## config.mk

```make
export PLATFORM = sky130hd
export DESIGN_NAME = word_tx_arbiter_flat
export DESIGN_NICKNAME = d
export VERILOG_FILES = /design/src/rtl/word_tx_arbiter_if.sv /design/src/rtl/word_tx_arbiter.sv /design/src/flat_wrapper.sv
export SDC_FILE = /design/constraint.sdc
export NUM_CORES = 1
export LEC_CHECK = 0
export CAP_MARGIN = 15
export CORE_ASPECT_RATIO = 0.9
export CORE_MARGIN = 2
export CORE_UTILIZATION = 50
export CTS_CLUSTER_DIAMETER = 40
export CTS_CLUSTER_SIZE = 10
export DETAILED_ROUTE_END_ITERATION = 7
export DONT_BUFFER_PORTS = 1
export PLACE_DENSITY = 0.71
export SYNTH_ARGS = -nofsm -noshare
export SYNTH_HDL_FRONTEND = slang
export SYNTH_SLANG_ARGS = --single-unit
```

## constraint.sdc

```tcl
create_clock -name clk -period 3.6 [get_ports clk]
set_input_delay 0.72 -clock clk [delete_from_list [all_inputs] [get_ports clk]]
set_output_delay 0.72 -clock clk [all_outputs]
set_load 0.03 [all_outputs]
```

## src/rtl/word_tx_arbiter_if.sv

```systemverilog
// Requester slots and word_tx transmit handshake shared by the arbiter and its environment.
// The slave modport is the arbiter's view; the master modport is the producers plus word_tx.
interface word_tx_arbiter_if #(
  parameter int N = 4
);
  logic [N-1:0]    req_valid;
  logic [32*N-1:0] req_word;
  logic [N-1:0]    req_ready;
  logic [31:0]     tx_word;
  logic            tx_send;
  logic            tx_done;

  modport slave (
    input  req_valid, req_word, tx_done,
    output req_ready, tx_word, tx_send
  );

  modport master (
    output req_valid, req_word, tx_done,
    input  req_ready, tx_word, tx_send
  );
endinterface

```

## src/rtl/word_tx_arbiter.sv

```systemverilog
// Round-robin arbiter sharing one word_tx transmitter among N one-word holding slots.
// A granted word owns the transmitter until word_tx reports done.
module word_tx_arbiter #(
  parameter int N   = 4,
  parameter int IDW = $clog2(N)
) (
  input  logic               clk,
  input  logic               rst_n,
  word_tx_arbiter_if.slave   bus,
  output logic [IDW-1:0]     grant_id,
  output logic               busy,
  output logic [15:0]        sent_count
);

  typedef enum logic [1:0] {
    IDLE = 2'd0,
    SEND = 2'd1,
    WAIT = 2'd2
  } state_t;

  localparam logic [IDW-1:0] LAST_ID = IDW'(N - 1);

  state_t          state_q, state_d;
  logic [N-1:0]    slot_full_q, slot_full_d;
  logic [31:0]     slot_word_q [N];
  logic [N-1:0]    accept;
  logic [IDW-1:0]  rr_ptr_q, rr_ptr_d;
  logic [IDW-1:0]  grant_q, grant_d;
  logic [31:0]     tx_word_q, tx_word_d;
  logic            tx_send_q, tx_send_d;
  logic [15:0]     sent_count_q, sent_count_d;
  logic            pick_valid;
  logic [IDW-1:0]  pick_id;

  // Slot index p+k wrapped modulo N (not 2^IDW), k < N.
  function automatic logic [IDW-1:0] wrap_add(input logic [IDW-1:0] p, input int k);
    int s;
    s = int'(p) + k;
    if (s >= N) s = s - N;
    return IDW'(s);
  endfunction

  assign accept = bus.req_valid & ~slot_full_q;

  // Scan downwards so the full slot closest to rr_ptr is the last (winning) assignment.
  always_comb begin
    // NOTE: every always_comb output gets a default first so no path leaves it unassigned (no latch).
    pick_valid = 1'b0;
    pick_id    = '0;
    for (int k = N - 1; k >= 0; k--) begin
      if (slot_full_q[wrap_add(rr_ptr_q, k)]) begin
        pick_valid = 1'b1;
        pick_id    = wrap_add(rr_ptr_q, k);
      end
    end
  end

  always_comb begin
    state_d      = state_q;
    slot_full_d  = slot_full_q | accept;
    rr_ptr_d     = rr_ptr_q;
    grant_d      = grant_q;
    tx_word_d    = tx_word_q;
    tx_send_d    = 1'b0;
    sent_count_d = sent_count_q;
    unique case (state_q)
      IDLE: begin
        if (pick_valid) begin
          state_d   = SEND;
          grant_d   = pick_id;
          tx_word_d = slot_word_q[pick_id];
          tx_send_d = 1'b1;
        end
      end
      SEND: state_d = WAIT;
      WAIT: begin
        // The granted slot is full here, so it never sees an accept on this edge.
        if (bus.tx_done) begin
          state_d              = IDLE;
          slot_full_d[grant_q] = 1'b0;
          rr_ptr_d             = (grant_q == LAST_ID) ? '0 : grant_q + 1'b1;
          sent_count_d         = sent_count_q + 16'd1;
        end
      end
      default: state_d = IDLE;
    endcase
  end

  always_ff @(posedge clk or negedge rst_n) begin
    // NOTE: sequential state uses non-blocking assignments so every flop samples pre-edge values.
    if (!rst_n) begin
      state_q      <= IDLE;
      slot_full_q  <= '0;
      rr_ptr_q     <= '0;
      grant_q      <= '0;
      tx_word_q    <= '0;
      tx_send_q    <= 1'b0;
      sent_count_q <= '0;
    end else begin
      state_q      <= state_d;
      slot_full_q  <= slot_full_d;
      rr_ptr_q     <= rr_ptr_d;
      grant_q      <= grant_d;
      tx_word_q    <= tx_word_d;
      tx_send_q    <= tx_send_d;
      sent_count_q <= sent_count_d;
    end
  end

  // NOTE: slot storage has no reset; slot_full_q qualifies it, so stale contents are never issued.
  always_ff @(posedge clk) begin
    for (int i = 0; i < N; i++) begin
      if (accept[i]) slot_word_q[i] <= bus.req_word[32*i +: 32];
    end
  end

  assign bus.req_ready = ~slot_full_q;
  assign bus.tx_word   = tx_word_q;
  assign bus.tx_send   = tx_send_q;
  assign grant_id      = grant_q;
  assign busy          = (state_q != IDLE);
  assign sent_count    = sent_count_q;

endmodule

```

## src/flat_wrapper.sv

```systemverilog
// flat-port wrapper written by rule: the top's interface ports become plain ports
module word_tx_arbiter_flat 
#(
  parameter int N   = 4,
  parameter int IDW = $clog2(N)
)
  (clk, rst_n, grant_id, busy, sent_count, bus_req_valid, bus_req_word, bus_tx_done, bus_req_ready, bus_tx_word, bus_tx_send);
  word_tx_arbiter_if #(.N(N)) bus_i ();
  input  logic clk;
  input  logic rst_n;
  output logic [IDW-1:0] grant_id;
  output logic busy;
  output logic [15:0] sent_count;
  input wire logic [$bits(bus_i.req_valid)-1:0] bus_req_valid;
  input wire logic [$bits(bus_i.req_word)-1:0] bus_req_word;
  input wire logic [$bits(bus_i.tx_done)-1:0] bus_tx_done;
  output wire logic [$bits(bus_i.req_ready)-1:0] bus_req_ready;
  output wire logic [$bits(bus_i.tx_word)-1:0] bus_tx_word;
  output wire logic [$bits(bus_i.tx_send)-1:0] bus_tx_send;
  assign bus_i.req_valid = bus_req_valid;
  assign bus_i.req_word = bus_req_word;
  assign bus_i.tx_done = bus_tx_done;
  assign bus_req_ready = bus_i.req_ready;
  assign bus_tx_word = bus_i.tx_word;
  assign bus_tx_send = bus_i.tx_send;
  word_tx_arbiter #(.N(N), .IDW(IDW)) u_core (.clk(clk), .rst_n(rst_n), .bus(bus_i), .grant_id(grant_id), .busy(busy), .sent_count(sent_count));
endmodule
```

Word-level counts from Yosys, hierarchy flattened
Memories as Yosys holds them, arrays and structs flattened. A register that Yosys moved wholly into a read port is not among the register bits.
Cells that the tools add are included.
{"block": "op_classes", "n_addsub": 9, "magnitude_cmp": 10, "n_eq_ne": 5, "muxes": 38, "bitwise": 5, "n_reduce_logical": 7}
{"cell": "2-bit 2-to-1 mux", "n": 11}
{"cell": "1-bit 2-to-1 mux", "n": 19}
{"cell": "16-bit by 1-bit adder with 16-bit output, second input constant", "n": 1}
{"cell": "2-bit by 3-bit less-than comparator with 1-bit output, second input constant", "n": 5}
{"cell": "3-bit >= comparator, second input constant", "n": 3}
{"cell": "4-bit AND", "n": 2}
{"cell": "1-bit binary-select mux with 2-bit select", "n": 4}
{"cell": "4-bit 2-to-1 mux", "n": 2}
{"cell": "4-bit inverter", "n": 2}
{"cell": "2-bit by 1-bit subtractor with 2-bit output, second input constant", "n": 4}
{"cell": "2-bit by 2-bit adder with 3-bit output, second input constant", "n": 2}
{"cell": "2-bit one-hot mux with 3 select lines", "n": 1}
{"cell": "2-bit AND reduction", "n": 3}
{"cell": "2-bit == test, second input constant", "n": 2}
{"cell": "4-bit bitwise OR", "n": 1}
{"cell": "2-bit by 1-bit adder with 3-bit output, second input constant", "n": 1}
{"cell": "2-bit by 3-bit >= comparator with 1-bit output, second input constant", "n": 1}
{"cell": "2-bit by 1-bit adder with 2-bit output, second input constant", "n": 1}
{"cell": "1-bit demux with 2-bit select", "n": 1}
{"cell": "2-bit by 1-bit == test with 1-bit output, second input constant", "n": 1}
{"cell": "2-bit by 1-bit >= comparator with 1-bit output, second input constant", "n": 1}
{"cell": "2-bit zero test", "n": 1}
{"cell": "2-bit by 1-bit != test with 1-bit output, second input constant", "n": 1}
{"cell": "2-bit != test, second input constant", "n": 1}
{"cell": "other kinds (3)", "n": 3}
{"block": "word_totals", "register_bits": 27, "mem_bits_rw": 128, "inputBits": 135, "out_inout_bits": 56, "word_cells": 81, "memories": 1}
{"name": "u_core.slot_word_q", "depth": 4, "width": 32, "rd": 1, "rd_ports_with_merged_regs": 1, "write_ports": 4, "line_no": "word_tx_arbiter.sv:25", "source": "logic [31:0] slot_word_q [N];"}

Logic depth before layout (Yosys ltp)
{"block": "logic_depth", "word_depth": 11, "ltp_mapped": 7, "ltp_nobuf": 5}

Worst setup path before layout
No wires, ideal clock.
{"block": "synth_timing", "path_kind": "input port to flip-flop", "start": "input bus_req_valid[0]", "end": "memory u_core.slot_word_q[0][0], enable pin", "setup_time_ps": 425, "arrival_time_ps": 2168, "required_time_ps": 3175, "path_slack_ps": 1008, "stages": 1, "n_path_buf": 0, "path_cell_list": "nor2b_1"}
{"item": "start: declaration", "line_no": "flat_wrapper.sv:14", "source": "input wire logic [$bits(bus_i.req_valid)-1:0] bus_req_valid;"}
{"item": "end: declaration", "line_no": "word_tx_arbiter.sv:25"}

Worst setup path after layout
{"block": "layout_timing", "start": "register u_core.slot_full_q[3]", "end": "register u_core.tx_word_q[21] (netlist: u_core.bus.tx_word[21]), read port of u_core.slot_word_q"}
{"block": "layout_between", "elab_chain_len": 7, "elab_cells_between_ends": 17, "cone_classes": "16 x mux; 1 x reduce/logical"}
{"item": "start: declaration", "line_no": "word_tx_arbiter.sv:24", "source": "logic [N-1:0] slot_full_q, slot_full_d;"}
{"item": "start signal: assignment", "line_no": "word_tx_arbiter.sv:101", "source": "slot_full_q <= slot_full_d;"}
{"item": "1-bit binary-select mux with 2-bit select", "line_no": "word_tx_arbiter.sv:51", "source": "if (slot_full_q[wrap_add(rr_ptr_q, k)]) begin"}
{"item": "1-bit 2-to-1 mux (not written as such)", "line_no": "word_tx_arbiter.sv:51"}
{"item": "1-bit 2-to-1 mux (4 in a row)", "line_no": "word_tx_arbiter.sv:51"}
{"item": "2-bit AND reduction (no source line)"}
{"item": "end: declaration", "line_no": "word_tx_arbiter.sv:29", "source": "logic [31:0] tx_word_q, tx_word_d;"}
Several ways; a longest one is shown, not always the timed one. The select of a mux whose other input is x is not followed.
A chain may end at the register's enable or synchronous reset.

==> out/qor.txt <==
Fin Clk Skew: 0.0135 ns
endpoint type of the worst setup path: flip-flop
clk slew on worst S/H paths: 0.07 ns
I/O pin count: 191
Hold WC Path Type: primary input to asynchronous set/reset pin
Slew @ Worst Pin: 1.12 ns
total power: 7000 uW
Total Routing Usage GR: 0.187
initial antenna violation count: 0
Post-DP Area: 7240 sq um
Antenna Cells: 0
Pleak: 0.00301 uW
startpoint types: flip-flop
number of synthesized flops with an enable pin: 128
Post-DP HPWL: 9120 um
max cap viols: 0
Worst Reg2Reg Path Length in Cells: 6
die height: 117 um
Clock Tree Buf Depth: 2
Routed Antenna Nets: 0
RD Place Congestion: 0.779
Overflow after GRT: 0
clk sinks: 187
WL/cell: 22.1 um
Final #Nets: 566
Sum Neg Setup Slack: 0 ns
Primary FF master, synth: edfxtp_1
most common cell after layout, fill and taps aside: edfxtp_1
number of distinct library cells after synthesis: 33
most frequent cells in the layout: 128 x edfxtp_1, 65 x mux2i_1, 59 x dfrtp_1
synthesized net count: 561
Reg-to-Reg Start: u_core.slot_full_q[3]$_DFF_PN0_
Fin. Hold Viols: 0
vias in the first global route: 3,548
initial DRC count: 189
synthesized area per cell: 16.8 sq um
status: finished, final reports clean
Area Overhead vs Synth: 11.1%
root buf cell: clkbuf_16
crit share post-route: 0.710
TritonCTS clock tree: yes
maximum clock frequency: 391 MHz
Seq/Total Area, Yosys: 0.751
postcts setup bufs: 0
Pwr Density: 890 nW/um^2
Yosys warning count: 0
number of detailed-route iterations in the first pass: 4
global-route wire length before repair: 20,500 um
WP data required: 3.88 ns
FF+latch count, synth: 187
fin. max-slew vios: 0
terminus of the critical flop-to-flop path: u_core.bus.tx_word[21]$_DFFE_PN0P_
async set-or-reset flop fraction in the synthesized netlist: 0.316
final worst slack: 1.05 ns
worst slack, placed: 1.04 ns
DIE WIDTH: 129 um
final core occ: 0.564
wirelength, routed: 14,000 um
minimum clock period: 2.55 ns
post-synthesis instance total: 421
Post-CTS Resized: 0
RSZ-0062 raised after global routing: no
Peak VDD IR: 0.000483 V
Num CTS Buffers: 17
DRC violations left: 0
Setup CP Type: flip-flop to flip-flop
Syn Std Cell Area: 7080 sq um
worst-path fanout max: 23
vias per inst: 5.64
Die Area: 15,100 sq um
critical path arrival: 2.84 ns
Core ar.: 14,000 sq um
proportion of layout cells with a drive suffix above 1: 0.112
Rows: 41
via count: 3,567
Initial Util: 0.508
largest net degree at the start of global routing: 60
final std cell area, no fill: 7870 sq um
H-tree depth: 4
Max transition margin: 0.250
later-pin clock latency in the skew report: 0.43 ns
R2R Setup Slk: 1.05 ns
Setup-failing EPs final: 0
Port Buffers: 0
[layout make-up]
cell class / instances / area [sq um]
fill: 1099 / 6080
sequential: 187 / 5320
multi-input combinational: 204 / 1600
clock buffer: 19 / 453
tap: 193 / 241
clock inverter: 13 / 148
timing repair buffer: 7 / 72.6
inverter: 9 / 33.8
[per-layer routing]
metal | share of wire | track usage | vias up | routed length, um
met2 | 0.47 | 0.293 | 156 | 6640
met4 | 0.010 | 0.0538 | 0 | 144
li1 | - | - | 1598 | -
met3 | 0.11 | 0.101 | 15 | 1560
met1 | 0.40 | 0.227 | 1798 | 5640
met5 | 0 | 0 | - | 0
[report_power, final]
part | total [uW] | internal [uW] | switching [uW]
sequential | 3390 | 2690 | 708
combinational | 1750 | 722 | 1030
clock | 1860 | 1020 | 838
total | 7000 | 4430 | 2570
[stage by stage]
step	cells	hold WS [ns]
after floorplan	421	0.424
after global placement	599	0.426
after detailed placement	599	0.426
after CTS	632	0.165
after global routing	632	0.166
final	632	0.165
[cell usage after synthesis (all sizes together) (2+ instances only)]
cell type    n  area [sq um]
a21oi        5          25.0
and3         2          12.5
buf         13           130
clkbuf       8          30.0
dfrtp       59          1480
edfxtp     128          3840
ha           5          62.6
inv          9          33.8
mux2         3          33.8
mux2i       65           651
nand2       40           150
nand3        4          20.0
nand4        4          25.0
nor2        10          37.5
nor2b        5          31.3
o21ai        2          10.0
o221ai      32           280
o22ai        2          18.8
or2          2          12.5
xnor2       11          96.3
xor2         4          35.0
[registers in the layout (all words and copies together) (netlist names)]
name                flops
u_core.bus.tx_send      1
u_core.bus.tx_word     32
u_core.state_q          2
u_core.slot_full_q      4
u_core.grant_id         2
u_core.sent_count      16
u_core.slot_word_q    128
u_core.rr_ptr_q         2
[how the worst max path moves through the flow]
stage	start	endpoint
global placement	u_core.slot_full_q[3]$_DFF_PN0_	u_core.bus.tx_word[14]$_DFFE_PN0P_
floorplan	bus_req_valid[0]	u_core.slot_word_q[0][0]$_DFFE_PP_
global route	u_core.slot_full_q[3]$_DFF_PN0_	u_core.bus.tx_word[11]$_DFFE_PN0P_
detailed placement	u_core.slot_full_q[3]$_DFF_PN0_	u_core.bus.tx_word[17]$_DFFE_PN0P_
CTS	u_core.slot_full_q[3]$_DFF_PN0_	u_core.bus.tx_word[11]$_DFFE_PN0P_
finish	u_core.slot_full_q[3]$_DFF_PN0_	u_core.bus.tx_word[21]$_DFFE_PN0P_
[cells by family (layout without fill, tap and decap cells)]
| family | Yosys count | count (layout) | synth area share |
|---|---|---|---|
| DFF | 187 | 187 | 0.751 |
| and+or+nand+nor | 71 | 71 | 0.0452 |
| buffers and inverters | 30 | 48 | 0.0274 |
| muxes | 68 | 68 | 0.0966 |
| xor gates and xnor gates | 15 | 15 | 0.0185 |
| adders and majority gates | 5 | 5 | 0.00883 |
| AOI/OAI and AO/OA | 45 | 45 | 0.0523 |
[worst max-delay path: stages, from the launching register on]
cell and delay, ns:
dfrtp_1 0.49, inv_1 0.31, a41o_1 0.58, inv_1 0.16, nand2_1 0.33, buf_4 0.36, o221ai_1 0.17
[what timing repair did]
item                       4_1_cts  5_1_grt
hold endpoints to repair        59        0
setup endpoints to repair        0        0
hold buffers                     1        0
(Power assumes the default switching activity.)
